File: src/rtl/multi_cycle_controller_if.sv
// Control bus between a multi-cycle RISC-V datapath and its controller.
// The master modport is the controller side; the slave modport is the datapath side.
interface multi_cycle_controller_if;
    logic [6:0] OP;
    logic [2:0] funct3;
    logic       funct7;
    logic       ZF;
    logic       SF;
    logic       mem_ready;

    logic       PCWrite;
    logic       AdrSrc;
    logic       IRWrite;
    logic       MemWrite;
    logic       RegWrite;
    logic       mem_req;
    logic       illegal;
    logic [1:0] ResultSrc;
    logic [1:0] ALUSrcA;
    logic [1:0] ALUSrcB;
    logic [1:0] ImmSrc;
    logic [2:0] ALUControl;
    logic [3:0] state;

    modport master (
        input  OP, funct3, funct7, ZF, SF, mem_ready,
        output PCWrite, AdrSrc, IRWrite, MemWrite, RegWrite, mem_req, illegal,
        output ResultSrc, ALUSrcA, ALUSrcB, ImmSrc, ALUControl, state
    );

    modport slave (
        output OP, funct3, funct7, ZF, SF, mem_ready,
        input  PCWrite, AdrSrc, IRWrite, MemWrite, RegWrite, mem_req, illegal,
        input  ResultSrc, ALUSrcA, ALUSrcB, ImmSrc, ALUControl, state
    );
endinterface

File: src/rtl/multi_cycle_controller.sv
// Multi-cycle RISC-V control FSM: registered state, combinational (Moore/Mealy) outputs.
// All outputs are forced to 0 while rst_n is low so an abort takes effect without waiting for clk.
module multi_cycle_controller (
    input  logic                          clk,
    input  logic                          rst_n,
    multi_cycle_controller_if.master      bus
);
    typedef enum logic [3:0] {
        FETCH    = 4'd0,
        DECODE   = 4'd1,
        MEMADR   = 4'd2,
        MEMREAD  = 4'd3,
        MEMWB    = 4'd4,
        MEMWRITE = 4'd5,
        EXECR    = 4'd6,
        EXECI    = 4'd7,
        ALUWB    = 4'd8,
        BRANCH   = 4'd9,
        JAL      = 4'd10,
        TRAP     = 4'd11
    } state_t;

    localparam logic [6:0] OP_LOAD  = 7'b0000011;
    localparam logic [6:0] OP_STORE = 7'b0100011;
    localparam logic [6:0] OP_RTYPE = 7'b0110011;
    localparam logic [6:0] OP_ITYPE = 7'b0010011;
    localparam logic [6:0] OP_BR    = 7'b1100011;
    localparam logic [6:0] OP_JAL   = 7'b1101111;

    state_t     r_state;
    state_t     w_next;
    logic [2:0] w_alu_op;

    always_ff @(posedge clk or negedge rst_n) begin
        if (!rst_n) begin
            r_state <= FETCH;
        end else begin
            r_state <= w_next;
        end
    end

    always_comb begin
        w_next = r_state;
        case (r_state)
            FETCH:    w_next = bus.mem_ready ? DECODE : FETCH;
            DECODE: begin
                case (bus.OP)
                    OP_LOAD, OP_STORE: w_next = MEMADR;
                    OP_RTYPE:          w_next = EXECR;
                    OP_ITYPE:          w_next = EXECI;
                    OP_BR:             w_next = BRANCH;
                    OP_JAL:            w_next = JAL;
                    default:           w_next = TRAP;
                endcase
            end
            MEMADR:   w_next = (bus.OP == OP_LOAD) ? MEMREAD : MEMWRITE;
            MEMREAD:  w_next = bus.mem_ready ? MEMWB : MEMREAD;
            MEMWB:    w_next = FETCH;
            MEMWRITE: w_next = bus.mem_ready ? FETCH : MEMWRITE;
            EXECR:    w_next = ALUWB;
            EXECI:    w_next = ALUWB;
            ALUWB:    w_next = FETCH;
            BRANCH:   w_next = FETCH;
            JAL:      w_next = ALUWB;
            TRAP:     w_next = TRAP;
            default:  w_next = TRAP;
        endcase
    end

    // funct7 only selects sub for register-register ops; addi never subtracts.
    always_comb begin
        w_alu_op = 3'b000;
        case (bus.funct3)
            3'b000:  w_alu_op = ((r_state == EXECR) && bus.funct7) ? 3'b001 : 3'b000;
            3'b010:  w_alu_op = 3'b101;
            3'b110:  w_alu_op = 3'b011;
            3'b111:  w_alu_op = 3'b010;
            default: w_alu_op = 3'b000;
        endcase
    end

    always_comb begin
        bus.PCWrite    = 1'b0;
        bus.AdrSrc     = 1'b0;
        bus.IRWrite    = 1'b0;
        bus.MemWrite   = 1'b0;
        bus.RegWrite   = 1'b0;
        bus.mem_req    = 1'b0;
        bus.illegal    = 1'b0;
        bus.ResultSrc  = 2'b00;
        bus.ALUSrcA    = 2'b00;
        bus.ALUSrcB    = 2'b00;
        bus.ImmSrc     = 2'b00;
        bus.ALUControl = 3'b000;
        bus.state      = r_state;

        case (bus.OP)
            OP_STORE: bus.ImmSrc = 2'b01;
            OP_BR:    bus.ImmSrc = 2'b10;
            OP_JAL:   bus.ImmSrc = 2'b11;
            default:  bus.ImmSrc = 2'b00;
        endcase

        case (r_state)
            FETCH: begin
                bus.mem_req   = 1'b1;
                bus.ALUSrcB   = 2'b10;
                bus.ResultSrc = 2'b10;
                bus.IRWrite   = bus.mem_ready;
                bus.PCWrite   = bus.mem_ready;
            end
            DECODE: begin
                bus.ALUSrcA = 2'b01;
                bus.ALUSrcB = 2'b01;
            end
            MEMADR: begin
                bus.ALUSrcA = 2'b10;
                bus.ALUSrcB = 2'b01;
            end
            MEMREAD: begin
                bus.mem_req = 1'b1;
                bus.AdrSrc  = 1'b1;
            end
            MEMWB: begin
                bus.ResultSrc = 2'b01;
                bus.RegWrite  = 1'b1;
            end
            MEMWRITE: begin
                bus.mem_req  = 1'b1;
                bus.AdrSrc   = 1'b1;
                bus.MemWrite = 1'b1;
            end
            EXECR: begin
                bus.ALUSrcA    = 2'b10;
                bus.ALUControl = w_alu_op;
            end
            EXECI: begin
                bus.ALUSrcA    = 2'b10;
                bus.ALUSrcB    = 2'b01;
                bus.ALUControl = w_alu_op;
            end
            ALUWB: begin
                bus.RegWrite = 1'b1;
            end
            BRANCH: begin
                bus.ALUSrcA    = 2'b10;
                bus.ALUControl = 3'b001;
                case (bus.funct3)
                    3'b000:  bus.PCWrite = bus.ZF;
                    3'b001:  bus.PCWrite = ~bus.ZF;
                    3'b100:  bus.PCWrite = bus.SF;
                    default: bus.PCWrite = 1'b0;
                endcase
            end
            JAL: begin
                bus.ALUSrcA = 2'b01;
                bus.ALUSrcB = 2'b10;
                bus.PCWrite = 1'b1;
            end
            TRAP: begin
                bus.illegal = 1'b1;
            end
            default: begin
                bus.illegal = 1'b0;
            end
        endcase

        if (!rst_n) begin
            bus.PCWrite    = 1'b0;
            bus.AdrSrc     = 1'b0;
            bus.IRWrite    = 1'b0;
            bus.MemWrite   = 1'b0;
            bus.RegWrite   = 1'b0;
            bus.mem_req    = 1'b0;
            bus.illegal    = 1'b0;
            bus.ResultSrc  = 2'b00;
            bus.ALUSrcA    = 2'b00;
            bus.ALUSrcB    = 2'b00;
            bus.ImmSrc     = 2'b00;
            bus.ALUControl = 3'b000;
            bus.state      = 4'd0;
        end
    end
endmodule
File: src/flat_wrapper.sv
// flat-port wrapper written by rule: the top's interface ports become plain ports
module multi_cycle_controller_flat 
  (clk, rst_n, bus_OP, bus_funct3, bus_funct7, bus_ZF, bus_SF, bus_mem_ready, bus_PCWrite, bus_AdrSrc, bus_IRWrite, bus_MemWrite, bus_RegWrite, bus_mem_req, bus_illegal, bus_ResultSrc, bus_ALUSrcA, bus_ALUSrcB, bus_ImmSrc, bus_ALUControl, bus_state);
  multi_cycle_controller_if bus_i ();
  input  logic clk;
  input  logic rst_n;
  input wire logic [$bits(bus_i.OP)-1:0] bus_OP;
  input wire logic [$bits(bus_i.funct3)-1:0] bus_funct3;
  input wire logic [$bits(bus_i.funct7)-1:0] bus_funct7;
  input wire logic [$bits(bus_i.ZF)-1:0] bus_ZF;
  input wire logic [$bits(bus_i.SF)-1:0] bus_SF;
  input wire logic [$bits(bus_i.mem_ready)-1:0] bus_mem_ready;
  output wire logic [$bits(bus_i.PCWrite)-1:0] bus_PCWrite;
  output wire logic [$bits(bus_i.AdrSrc)-1:0] bus_AdrSrc;
  output wire logic [$bits(bus_i.IRWrite)-1:0] bus_IRWrite;
  output wire logic [$bits(bus_i.MemWrite)-1:0] bus_MemWrite;
  output wire logic [$bits(bus_i.RegWrite)-1:0] bus_RegWrite;
  output wire logic [$bits(bus_i.mem_req)-1:0] bus_mem_req;
  output wire logic [$bits(bus_i.illegal)-1:0] bus_illegal;
  output wire logic [$bits(bus_i.ResultSrc)-1:0] bus_ResultSrc;
  output wire logic [$bits(bus_i.ALUSrcA)-1:0] bus_ALUSrcA;
  output wire logic [$bits(bus_i.ALUSrcB)-1:0] bus_ALUSrcB;
  output wire logic [$bits(bus_i.ImmSrc)-1:0] bus_ImmSrc;
  output wire logic [$bits(bus_i.ALUControl)-1:0] bus_ALUControl;
  output wire logic [$bits(bus_i.state)-1:0] bus_state;
  assign bus_i.OP = bus_OP;
  assign bus_i.funct3 = bus_funct3;
  assign bus_i.funct7 = bus_funct7;
  assign bus_i.ZF = bus_ZF;
  assign bus_i.SF = bus_SF;
  assign bus_i.mem_ready = bus_mem_ready;
  assign bus_PCWrite = bus_i.PCWrite;
  assign bus_AdrSrc = bus_i.AdrSrc;
  assign bus_IRWrite = bus_i.IRWrite;
  assign bus_MemWrite = bus_i.MemWrite;
  assign bus_RegWrite = bus_i.RegWrite;
  assign bus_mem_req = bus_i.mem_req;
  assign bus_illegal = bus_i.illegal;
  assign bus_ResultSrc = bus_i.ResultSrc;
  assign bus_ALUSrcA = bus_i.ALUSrcA;
  assign bus_ALUSrcB = bus_i.ALUSrcB;
  assign bus_ImmSrc = bus_i.ImmSrc;
  assign bus_ALUControl = bus_i.ALUControl;
  assign bus_state = bus_i.state;
  multi_cycle_controller u_core (.clk(clk), .rst_n(rst_n), .bus(bus_i));
endmodule
File: config.mk
export PLATFORM = sky130hd
export DESIGN_NAME = multi_cycle_controller_flat
export DESIGN_NICKNAME = d
export VERILOG_FILES = /design/src/rtl/multi_cycle_controller_if.sv /design/src/rtl/multi_cycle_controller.sv /design/src/flat_wrapper.sv
export SDC_FILE = /design/constraint.sdc
export NUM_CORES = 1
export LEC_CHECK = 0
export CAP_MARGIN = 40
export CORE_MARGIN = 2
export CORE_UTILIZATION = 41
export CTS_CLUSTER_DIAMETER = 120
export DETAILED_ROUTE_END_ITERATION = 7
export PLACE_DENSITY = 0.85
export SLEW_MARGIN = 10
export SYNTH_ARGS = -nofsm -noshare
export SYNTH_HDL_FRONTEND = slang
export SYNTH_SLANG_ARGS = --single-unit
File: constraint.sdc
create_clock -name clk -period 3.65 [get_ports clk]
set_clock_uncertainty 0.15 [all_clocks]
set_input_delay 0.73 -clock clk [delete_from_list [all_inputs] [get_ports clk]]
set_output_delay 0.73 -clock clk [all_outputs]
set_load 0.01 [all_outputs]
Yosys cells after proc, flatten, opt, wreduce, memory -nomap -nowiden
Cells that the tools add are included.

word-level totals
  register bits = 4
  output and inout port bits = 22
  logic and storage cells = 72

operators by class
  equality and inequality tests = 22
  muxes and demuxes = 34
  bitwise logic cells = 1
  reductions and logical operators = 14

operator list
  cell                                                 number
  one-hot mux 4 bit (7 select lines)                   1
  one-hot mux 4 bit (5 select lines)                   1
  equality test 4 x 3 -> 1 bit, second input constant  4
  equality test 4 bit, second input constant           4
  two-way mux 1 bit                                    15
  equality test 7 x 6 -> 1 bit, second input constant  2
  equality test 7 bit, second input constant           2
  two-way mux 3 bit                                    4
  one-hot mux 2 bit (2 select lines)                   3
  one-hot mux 3 bit (4 select lines)                   1
  OR reduction 2 bit                                   6
  OR reduction 3 bit                                   4
  equality test 3 bit, second input constant           3
  equality test 4 x 2 -> 1 bit, second input constant  2
  two-way mux 2 bit                                    4
  equality test 7 x 2 -> 1 bit, second input constant  1
  equality test 7 x 5 -> 1 bit, second input constant  1
  one-hot mux 1 bit (3 select lines)                   2
  one-hot mux 2 bit (3 select lines)                   1
  one-hot mux 3 bit (2 select lines)                   1
  equality test 4 x 1 -> 1 bit, second input constant  1
  logical NOT 4 bit                                    1
  two-way mux 4 bit                                    1
  OR reduction 4 bit                                   1
  5 further kinds                                      5

Logic depth before layout (Yosys ltp)
Gate-level depths: netlist of run 1.

  depth after elaboration = 6
  gate-level depth with buffers = 6

Worst setup path before layout of run 1
OpenSTA, ideal clock, no wires.

  path kind = input to output
  start = in rst_n
  end = out bus_ALUControl[2]
  arrival = 1.647 ns
  data required time = 2.770 ns
  path slack = 1.123 ns
  cell stages on the path = 4
  path through = clkbuf_1 > and2_1 > nand2_1 > nor4_1

between the ends
  word-level cells in the longest chain between the ends = 1

ends and longest elaborated chain
  item               RTL line                       source
  start, declared    flat_wrapper.sv:6              input logic rst_n;
  two-way mux 3 bit  multi_cycle_controller.sv:168  if (!rst_n) begin
  end, declared      flat_wrapper.sv:24             output wire logic [$bits(bus_i.ALUControl)-1:0] bus_ALUControl;

Every way passes these cells.

Final worst setup path of run 1
  start = in bus_mem_ready
  end = out bus_PCWrite

between the ends
  word-level cells in the longest chain between the ends = 2

ends and longest elaborated chain
  item                                RTL line                       source
  start, declared                     flat_wrapper.sv:12             input wire logic [$bits(bus_i.mem_ready)-1:0] bus_mem_ready;
  one-hot mux 1 bit (3 select lines)  multi_cycle_controller.sv:104  case (r_state)
  two-way mux 1 bit                   multi_cycle_controller.sv:168
  end, declared                       flat_wrapper.sv:13             output wire logic [$bits(bus_i.PCWrite)-1:0] bus_PCWrite;

Every way passes these cells.

==> tab_implementation.tex, run 1 <==
\begin{tabular}{lr}
\hline
Metric & Value \\
\hline
\multicolumn{2}{l}{\textbf{Finish}} \\
\quad Registers with the most flip-flops & u\_core.r\_state x4 \\
\quad Register ranked first by flip-flop count & u\_core.r\_state \\
\quad Max reg flops & 4 \\
\quad NumNets Final & 159 \\
\quad Final core utilization & a little over two thirds \\
\quad Layout-stage area growth over the synthesis result & 57.1\% \\
\quad Antenna Diode Count & 0 \\
\quad Ratio of cells with drive above 1 in the final layout & about 6.4\% \\
\multicolumn{2}{l}{\textbf{Global routing}} \\
\quad Sum of overflow across all layers after global routing & 0 \\
\quad Global-route wire length before repair & about 3100 um \\
\quad Global router's overall resource usage & 20.9\% \\
\quad Largest net degree at the start of global routing & 22 \\
\quad Via count of the first global-routing pass & between 700 and 800 \\
\quad Number of antenna violations at the first check in global routing & 0 \\
\multicolumn{2}{l}{\textbf{Synth}} \\
\quad Post-Synthesis Cells & $\sim$110 \\
\quad Number of enable-type register cells in the synthesized netlist & 0 \\
\quad Synthesis Warnings & 0 \\
\quad Dominant combinational cell family by area after synthesis & simple AND/OR/NAND/NOR gates \\
\quad Simple-gate area share of the yosys netlist & 47.1\% \\
\quad Top cells by area in the synthesized netlist & sky130\_fd\_sc\_hd\_\_dfrtp\_1 15\%, sky130\_fd\_sc\_hd\_\_nor2\_1 9.4\%, sky130\_fd\_sc\_hd\_\_a21oi\_1 8.1\%, sky130\_fd\_sc\_hd\_\_nand2\_1 5.5\%, sky130\_fd\_sc\_hd\_\_nor3\_1 5.2\% \\
\quad Most common cell in the synthesized netlist & sky130\_fd\_sc\_hd\_\_nor2\_1 \\
\quad Register area share after synthesis & between 10\% and 20\% \\
\quad Yosys top cell area share & between 10\% and 20\% \\
\quad Yosys cell types & 33 \\
\quad Synthesized cell area & $\sim$680 um\^{}2 \\
\quad Syn nets & around 120 \\
\quad Mux contribution to synthesized area & 0\% \\
\quad Adder-cell share of the synthesized area & 0\% \\
\quad Fraction of synthesis flops using an asynchronous set or reset pin & 100\% \\
\quad Compound-gate portion of the synthesized area & 23.3\% \\
\quad Post-synthesis average cell area & around 6.3 um\^{}2 \\
\quad Top flip-flop cell by instance count after synthesis & sky130\_fd\_sc\_hd\_\_dfrtp\_1 \\
\quad Cell type with the highest aggregate area in the netlist & sky130\_fd\_sc\_hd\_\_dfrtp\_1 \\
\quad Post-synthesis share of cell area spent on xor and xnor gates & under 10\% \\
\quad Synth cell count leaders & 17 x sky130\_fd\_sc\_hd\_\_nor2\_1, 11 x sky130\_fd\_sc\_hd\_\_a21oi\_1, 10 x sky130\_fd\_sc\_hd\_\_nand2\_1 \\
\quad Total of flip-flops plus latches after synthesis & 4 \\
\multicolumn{2}{l}{\textbf{Route}} \\
\quad Post-detailed-route DRC marker count & 0 \\
\quad Average vias per placed instance & around 5.6 \\
\quad Final routed wire length divided by cell count & 12.3 um \\
\quad WL final & slightly below 2000 um \\
\quad Residual antenna-violating net count after detailed routing & 0 \\
\quad Total via count after detailed routing & 884 \\
\quad First drt pass iteration count & 4 \\
\quad Drt first-iter violations & 17 \\
\multicolumn{2}{l}{\textbf{Timing}} \\
\quad Final setup violation count & 0 \\
\quad Shortest period the worst path allows & 3.42 ns \\
\quad Worst rel slew slack & 60.6\% \\
\quad Maximum operating frequency & 292 MHz \\
\quad Worst slew pin tran & roughly 0.59 ns \\
\quad Unrepaired setup endpoints after global routing & false \\
\quad Share of the clock period used by the worst path after layout & a little over nine tenths \\
\quad Hold violation count in the final report & 0 \\
\quad Max-slew violation count & 0 \\
\quad Total negative setup slack & 0 ns \\
\quad Smallest hold slack & roughly 0.70 ns \\
\multicolumn{2}{l}{\textbf{Clock network}} \\
\quad Number of buffers between clock root and the deepest sink & 2 \\
\quad Number of clock buffers inserted by TritonCTS & 3 \\
\quad Clock tree from TritonCTS & yes \\
\quad Cell chosen for the clock root & sky130\_fd\_sc\_hd\_\_clkbuf\_4 \\
\quad Count of instances resized after the clock tree is built & 0 \\
\quad Count of hold-fix buffers inserted at cts & 0 \\
\quad Clk sink count & 4 \\
\quad Clock Latency Late Sink & roughly 0.24 ns \\
\quad Depth of the CTS H-tree & 1 \\
\quad Clock-pin slew on the worst setup and hold paths & around 0.04 ns \\
\quad Number of buffers inserted by post-CTS setup repair & 0 \\
\multicolumn{2}{l}{\textbf{Worst setup path}} \\
\quad Required time of the critical path & around 2.8 ns \\
\quad Data arrival time of the critical path & $\sim$2.5 ns \\
\quad Category of the worst setup path launch point & input port \\
\quad Worst-path fanout max & 5 \\
\quad Crit. End Element & primary output \\
\quad WS Path Type & in -> out \\
\multicolumn{2}{l}{\textbf{Worst hold path}} \\
\quad Worst Hold Class & reg -> reg \\
\multicolumn{2}{l}{\textbf{Power and ir drop}} \\
\quad Pwr Total & 619 uW \\
\quad Reported leakage power & between 0.0003 and 0.0004 uW \\
\quad Largest voltage drop on the vdd net & 0.510 mV \\
\quad Areal power density over the cells & between 500 and 600 nW/um\^{}2 \\
\multicolumn{2}{l}{\textbf{Run status}} \\
\quad Run status & completed \\
\multicolumn{2}{l}{\textbf{Die}} \\
\quad Die span in x & roughly 45 um \\
\quad Core region area & 1520 um\^{}2 \\
\quad Chip Height & 44.6 um \\
\quad Die Area & roughly 2000 um\^{}2 \\
\quad Top-level I/O count & 38 \\
\quad Initial standard-cell utilization of the core & 44.4\% \\
\quad Number of cell rows & 14 \\
\multicolumn{2}{l}{\textbf{Flow run}} \\
\quad Maxcap violations & 0 \\
\multicolumn{2}{l}{\textbf{Placement}} \\
\quad Routability-driven placement congestion ratio & approximately 0.80 \\
\quad Number of buffers added on ports & 37 \\
\quad Half-perimeter wire length after placement & between 1000 and 1500 um \\
\hline
\end{tabular}
worst max-delay path: stages:
cell and delay (ns):
sky130_fd_sc_hd__clkdlybuf4s50_1 0.53, sky130_fd_sc_hd__or3b_2 0.45, sky130_fd_sc_hd__a21oi_1 0.15, sky130_fd_sc_hd__a21oi_1 0.06, sky130_fd_sc_hd__nor2_1 0.08, sky130_fd_sc_hd__clkdlybuf4s50_1 0.53
report_power, final:
group          internal [uW]  total, uW  switching (uW)
combinational            223        402             178
clock                   36.8       55.9            19.1
sequential              64.2        161            97.0
cell usage in the layout, fill, tap and decap left out:
cell,count
sky130_fd_sc_hd__a21o_1,1
sky130_fd_sc_hd__a21oi_1,11
sky130_fd_sc_hd__a22o_1,1
sky130_fd_sc_hd__a31oi_1,1
sky130_fd_sc_hd__and2_1,4
sky130_fd_sc_hd__and3_1,2
sky130_fd_sc_hd__buf_4,2
sky130_fd_sc_hd__clkbuf_4,3
sky130_fd_sc_hd__clkdlybuf4s50_1,37
sky130_fd_sc_hd__dfrtp_1,4
sky130_fd_sc_hd__inv_1,4
sky130_fd_sc_hd__nand2_1,10
sky130_fd_sc_hd__nand2b_1,4
sky130_fd_sc_hd__nand3_1,3
sky130_fd_sc_hd__nand3b_1,3
sky130_fd_sc_hd__nand4_1,1
sky130_fd_sc_hd__nor2_1,17
sky130_fd_sc_hd__nor3_1,7
sky130_fd_sc_hd__nor3b_1,1
sky130_fd_sc_hd__nor4_1,3
sky130_fd_sc_hd__nor4b_2,1
sky130_fd_sc_hd__o21a_1,3
sky130_fd_sc_hd__o21ai_0,4
sky130_fd_sc_hd__o21ai_1,1
sky130_fd_sc_hd__o22a_1,1
sky130_fd_sc_hd__o22ai_1,1
sky130_fd_sc_hd__o311ai_0,1
sky130_fd_sc_hd__o41ai_1,1
sky130_fd_sc_hd__or3_1,1
sky130_fd_sc_hd__or3_4,1
sky130_fd_sc_hd__or3b_2,2
sky130_fd_sc_hd__xnor2_1,4
sky130_fd_sc_hd__xor2_1,1
path summary, 6_finish.rpt:
path	start	end	slack [ns]	cells past startpoint
hold / removal	u_core.r_state[0]	u_core.r_state[2]	0.70	2
min in group asynchronous	rst_n	u_core.r_state[1]	0.80	2
max in group asynchronous	rst_n	u_core.r_state[3]	2.45	2
setup / recovery	bus_mem_ready	bus_PCWrite	0.23	6
setup reg to reg	u_core.r_state[0]	u_core.r_state[1]	1.86	4
hold reg to reg	u_core.r_state[0]	u_core.r_state[2]	0.70	2
logic make-up (layout without fill, tap and decap cells):
logic type      count (synthesis)  count (layout)
simple gates                   60              60
buf+inv                        13              46
flops                           4               4
xor+xnor                        5               5
compound gates                 26              26
through the flow:
step,cell area (um^2),std cells,worst slack (ns)
finish,1060,157,0.231
global route,1060,157,0.124
CTS,1060,157,0.227
detailed placement,1040,154,0.231
global placement,1040,154,0.268
floorplan,677,108,1.12
layout make-up:
class | instances | area [um^2]
Multi-Input combinational cell | 91 | 520
Fill cell | 134 | 460
Timing Repair Buffer | 39 | 385
Sequential cell | 4 | 100
Clock buffer | 3 | 22.5
Tap cell | 16 | 20.0
Inverter | 4 | 15.0
metal layers:
metal / vias up / GRT usage (%) / part of all wire, %
li1: 446 / - / -
met1: 401 / 20.9 / 39
met2: 33 / 40.3 / 50
met3: 4 / 6.94 / 9.1
met4: 0 / 5.45 / 1.5
met5: - / 0 / 0
Power figures use the tool's default switching activity.
==> run 2, diff against run 1 <==
--- a/config.mk
+++ b/config.mk
@@ -5,13 +5,11 @@
 export SDC_FILE = /design/constraint.sdc
 export NUM_CORES = 1
 export LEC_CHECK = 0
-export CAP_MARGIN = 40
 export CORE_MARGIN = 2
 export CORE_UTILIZATION = 41
 export CTS_CLUSTER_DIAMETER = 120
 export DETAILED_ROUTE_END_ITERATION = 7
 export PLACE_DENSITY = 0.85
-export SLEW_MARGIN = 10
 export SYNTH_ARGS = -nofsm -noshare
 export SYNTH_HDL_FRONTEND = slang
 export SYNTH_SLANG_ARGS = --single-unit
==> results of run 2 <==
Same layout as run 1: the final DEF is identical, and so are final timing and power.
==> run 3, diff against run 2 <==
--- a/config.mk
+++ b/config.mk
@@ -6,10 +6,11 @@
 export NUM_CORES = 1
 export LEC_CHECK = 0
 export CORE_MARGIN = 2
-export CORE_UTILIZATION = 41
+export CORE_UTILIZATION = 35
 export CTS_CLUSTER_DIAMETER = 120
 export DETAILED_ROUTE_END_ITERATION = 7
-export PLACE_DENSITY = 0.85
+export PLACE_DENSITY = 0.74
+export SKIP_CTS_REPAIR_TIMING = 1
 export SYNTH_ARGS = -nofsm -noshare
 export SYNTH_HDL_FRONTEND = slang
 export SYNTH_SLANG_ARGS = --single-unit
==> run 3 against run 2 <==
Net effect: flip-flop and latch count unchanged; register-to-register slack worse by 0.06 ns; clock power about the same; combinational power about the same; power about the same; largest cell class unchanged.
==> tab_implementation.tex, run 3 (synthesized netlist as in run 1, its figures left out) <==
\begin{tabular}{lr}
\hline
Metric & Value \\
\hline
\multicolumn{2}{l}{\textbf{Run status}} \\
\quad Run status & completed (unchanged) \\
\multicolumn{2}{l}{\textbf{Placement}} \\
\quad Routability-driven placement congestion ratio & 0.730 (was 0.805) \\
\quad Half-perimeter wire length after placement & 1490 um (was 1480 um) \\
\quad Dpl ws & 0.230 ns (was 0.231 ns) \\
\quad Number of buffers added on ports & 37 (unchanged) \\
\quad DP Area & 1050 um\^{}2 (was 1040 um\^{}2) \\
\multicolumn{2}{l}{\textbf{Worst hold path}} \\
\quad Worst Hold Class & reg -> reg (unchanged) \\
\multicolumn{2}{l}{\textbf{Finish}} \\
\quad Registers with the most flip-flops & u\_core.r\_state x4 (unchanged) \\
\quad Final core utilization & 60.9\% (was 69.8\%) \\
\quad Antenna Diode Count & 0 (unchanged) \\
\quad NumNets Final & 159 (unchanged) \\
\quad Ratio of cells with drive above 1 in the final layout & 6.38\% (unchanged) \\
\quad Layout-stage area growth over the synthesis result & 58.8\% (was 57.1\%) \\
\quad Register ranked first by flip-flop count & u\_core.r\_state (unchanged) \\
\quad Final instance area & 1070 um\^{}2 (was 1060 um\^{}2) \\
\quad Max reg flops & 4 (unchanged) \\
\quad Most used cells in the layout excluding fill and tap cells & 37 x sky130\_fd\_sc\_hd\_\_clkdlybuf4s50\_1, 17 x sky130\_fd\_sc\_hd\_\_nor2\_1, 11 x sky130\_fd\_sc\_hd\_\_a21oi\_1 (unchanged) \\
\quad Most common library cell in the layout ignoring fill and taps & sky130\_fd\_sc\_hd\_\_clkdlybuf4s50\_1 (unchanged) \\
\multicolumn{2}{l}{\textbf{Clock network}} \\
\quad Number of clock buffers inserted by TritonCTS & 3 (unchanged) \\
\quad Clock tree from TritonCTS & yes (unchanged) \\
\quad Depth of the CTS H-tree & 1 (unchanged) \\
\quad Clk sink count & 4 (unchanged) \\
\quad Clock Latency Late Sink & 0.24 ns (about the same) \\
\quad Number of buffers between clock root and the deepest sink & 2 (unchanged) \\
\quad Clock-pin slew on the worst setup and hold paths & 0.04 ns (about the same) \\
\quad Cell chosen for the clock root & sky130\_fd\_sc\_hd\_\_clkbuf\_4 (unchanged) \\
\multicolumn{2}{l}{\textbf{Route}} \\
\quad Residual antenna-violating net count after detailed routing & 0 (unchanged) \\
\quad Final routed wire length divided by cell count & 11.7 um (was 12.3 um) \\
\quad Total via count after detailed routing & 858 (was 884) \\
\quad First drt pass iteration count & 4 (unchanged) \\
\quad WL final & 1940 um (was 1920 um) \\
\quad Average vias per placed instance & 5.17 (was 5.63) \\
\quad Drt first-iter violations & 10 (was 17) \\
\quad Post-detailed-route DRC marker count & 0 (unchanged) \\
\multicolumn{2}{l}{\textbf{Worst setup path}} \\
\quad Category of the worst setup path launch point & input port (unchanged) \\
\quad Crit. End Element & primary output (unchanged) \\
\quad Required time of the critical path & 2.77 ns (about the same) \\
\quad Slowest stage cell on the critical path & sky130\_fd\_sc\_hd\_\_clkdlybuf4s50\_1 (unchanged) \\
\quad WS Path Type & in -> out (unchanged) \\
\quad Worst-path fanout max & 5 (unchanged) \\
\quad Largest delay contributor family on the critical path & buffers and inverters (unchanged) \\
\quad Crit-path cells & clkdlybuf4s50\_1 > or3b\_2 > a21oi\_1 > a21oi\_1 > nor2\_1 > clkdlybuf4s50\_1 (unchanged) \\
\quad Delay contributed by the slowest stage of the critical path & 0.54 ns (was 0.53 ns) \\
\quad Crit path buf inv count & 2 (unchanged) \\
\quad Data arrival time of the critical path & 2.56 ns (was 2.54 ns) \\
\multicolumn{2}{l}{\textbf{Timing}} \\
\quad Total negative setup slack & 0 ns (unchanged) \\
\quad Worst slew pin tran & 0.589 ns (was 0.591 ns) \\
\quad Share of the clock period used by the worst path after layout & 94.1\% (was 93.7\%) \\
\quad Worst rel slew slack & 60.7\% (was 60.6\%) \\
\quad Shortest period the worst path allows & 3.44 ns (was 3.42 ns) \\
\quad Final setup violation count & 0 (unchanged) \\
\quad Smallest setup slack after layout & 0.214 ns (was 0.231 ns) \\
\quad Max-slew violation count & 0 (unchanged) \\
\quad Hold violation count in the final report & 0 (unchanged) \\
\quad Unrepaired setup endpoints after global routing & false (unchanged) \\
\quad Maximum operating frequency & 291 MHz (was 292 MHz) \\
\multicolumn{2}{l}{\textbf{Power and ir drop}} \\
\quad Areal power density over the cells & 575 nW/um\^{}2 (was 582 nW/um\^{}2) \\
\quad Reported leakage power & 0.000397 uW (unchanged) \\
\quad Pwr Total & 618 uW (was 619 uW) \\
\quad Largest voltage drop on the vdd net & 0.423 mV (was 0.510 mV) \\
\multicolumn{2}{l}{\textbf{Global routing}} \\
\quad Global router's overall resource usage & 18.3\% (was 20.9\%) \\
\quad Sum of overflow across all layers after global routing & 0 (unchanged) \\
\quad Global-route wire length before repair & 2950 um (was 3120 um) \\
\quad Number of antenna violations at the first check in global routing & 0 (unchanged) \\
\quad Via count of the first global-routing pass & 747 (was 766) \\
\quad Largest net degree at the start of global routing & 22 (unchanged) \\
\multicolumn{2}{l}{\textbf{Die}} \\
\quad Core region area & 1760 um\^{}2 (was 1520 um\^{}2) \\
\quad Top-level I/O count & 38 (unchanged) \\
\quad Die Area & 2300 um\^{}2 (was 1990 um\^{}2) \\
\quad Die span in x & 48.0 um (was 44.6 um) \\
\quad Chip Height & 48.0 um (was 44.6 um) \\
\quad Initial standard-cell utilization of the core & 38.4\% (was 44.4\%) \\
\quad Number of cell rows & 15 (was 14) \\
\multicolumn{2}{l}{\textbf{Flow run}} \\
\quad Maxcap violations & 0 (unchanged) \\
\hline
\end{tabular}
[run 3: cell counts in the layout (fill, tap and decap cells not counted)]
No cell type changed its count.
[run 3: area by class of cell]
| cell class | instances | area [um^2] |
|---|---|---|
| inverters | 4 | 15.0 |
| repair buffers | 39 | 385 |
| multi-input cells | 91 | 520 |
| fillers | 172 | 689 |
| well taps | 25 | 31.3 |
| clock buffers | 3 | 22.5 |
| flip-flops and latches | 4 | 100 |
[run 3: worst paths after layout]
check	cells after the start	slack, ns	start	endpoint
max in group asynchronous	3	2.28	rst_n	u_core.r_state[2]
worst max register to register	3	1.80	u_core.r_state[1]	u_core.r_state[1]
min in group asynchronous	3	0.96	rst_n	u_core.r_state[0]
worst min-delay path	2	0.70	u_core.r_state[0]	u_core.r_state[2]
worst max-delay path	6	0.21	bus_mem_ready	bus_PCWrite
worst min register to register	2	0.70	u_core.r_state[0]	u_core.r_state[2]
[run 3: metal layers]
layer | global-route usage (%) | up-vias | share of wire, %
li1 | - | 448 | -
met1 | 20.2 | 374 | 45
met2 | 33.6 | 36 | 48
met3 | 4.53 | 0 | 6.8
met4 | 6.49 | 0 | 0
met5 | 0 | - | 0
[run 3: metrics by stage]
step / std cells / hold WS (ns)
final: 166 / 0.704
after global routing: 166 / 0.746
after CTS: 166 / 0.702
after floorplan: 108 / 0.284
after detailed placement: 163 / 0.695
after global placement: 163 / 0.700
[run 3: report_power, final]
| group | leakage (uW) | switching [uW] | total (uW) | internal [uW] |
|---|---|---|---|---|
| Combinational | 0.000333 | 177 | 400 | 223 |
| Clock | 0.0000138 | 19.2 | 56.1 | 36.9 |
| Sequential | 0.0000504 | 98.2 | 162 | 64.1 |
| Total | 0.000397 | 294 | 618 | 324 |
[run 3: tightest hold or removal path, stage by stage, from the launching register on]
cell                      delay, ns
sky130_fd_sc_hd__dfrtp_1       0.59
sky130_fd_sc_hd__nand3_1       0.15
sky130_fd_sc_hd__o21ai_1       0.06
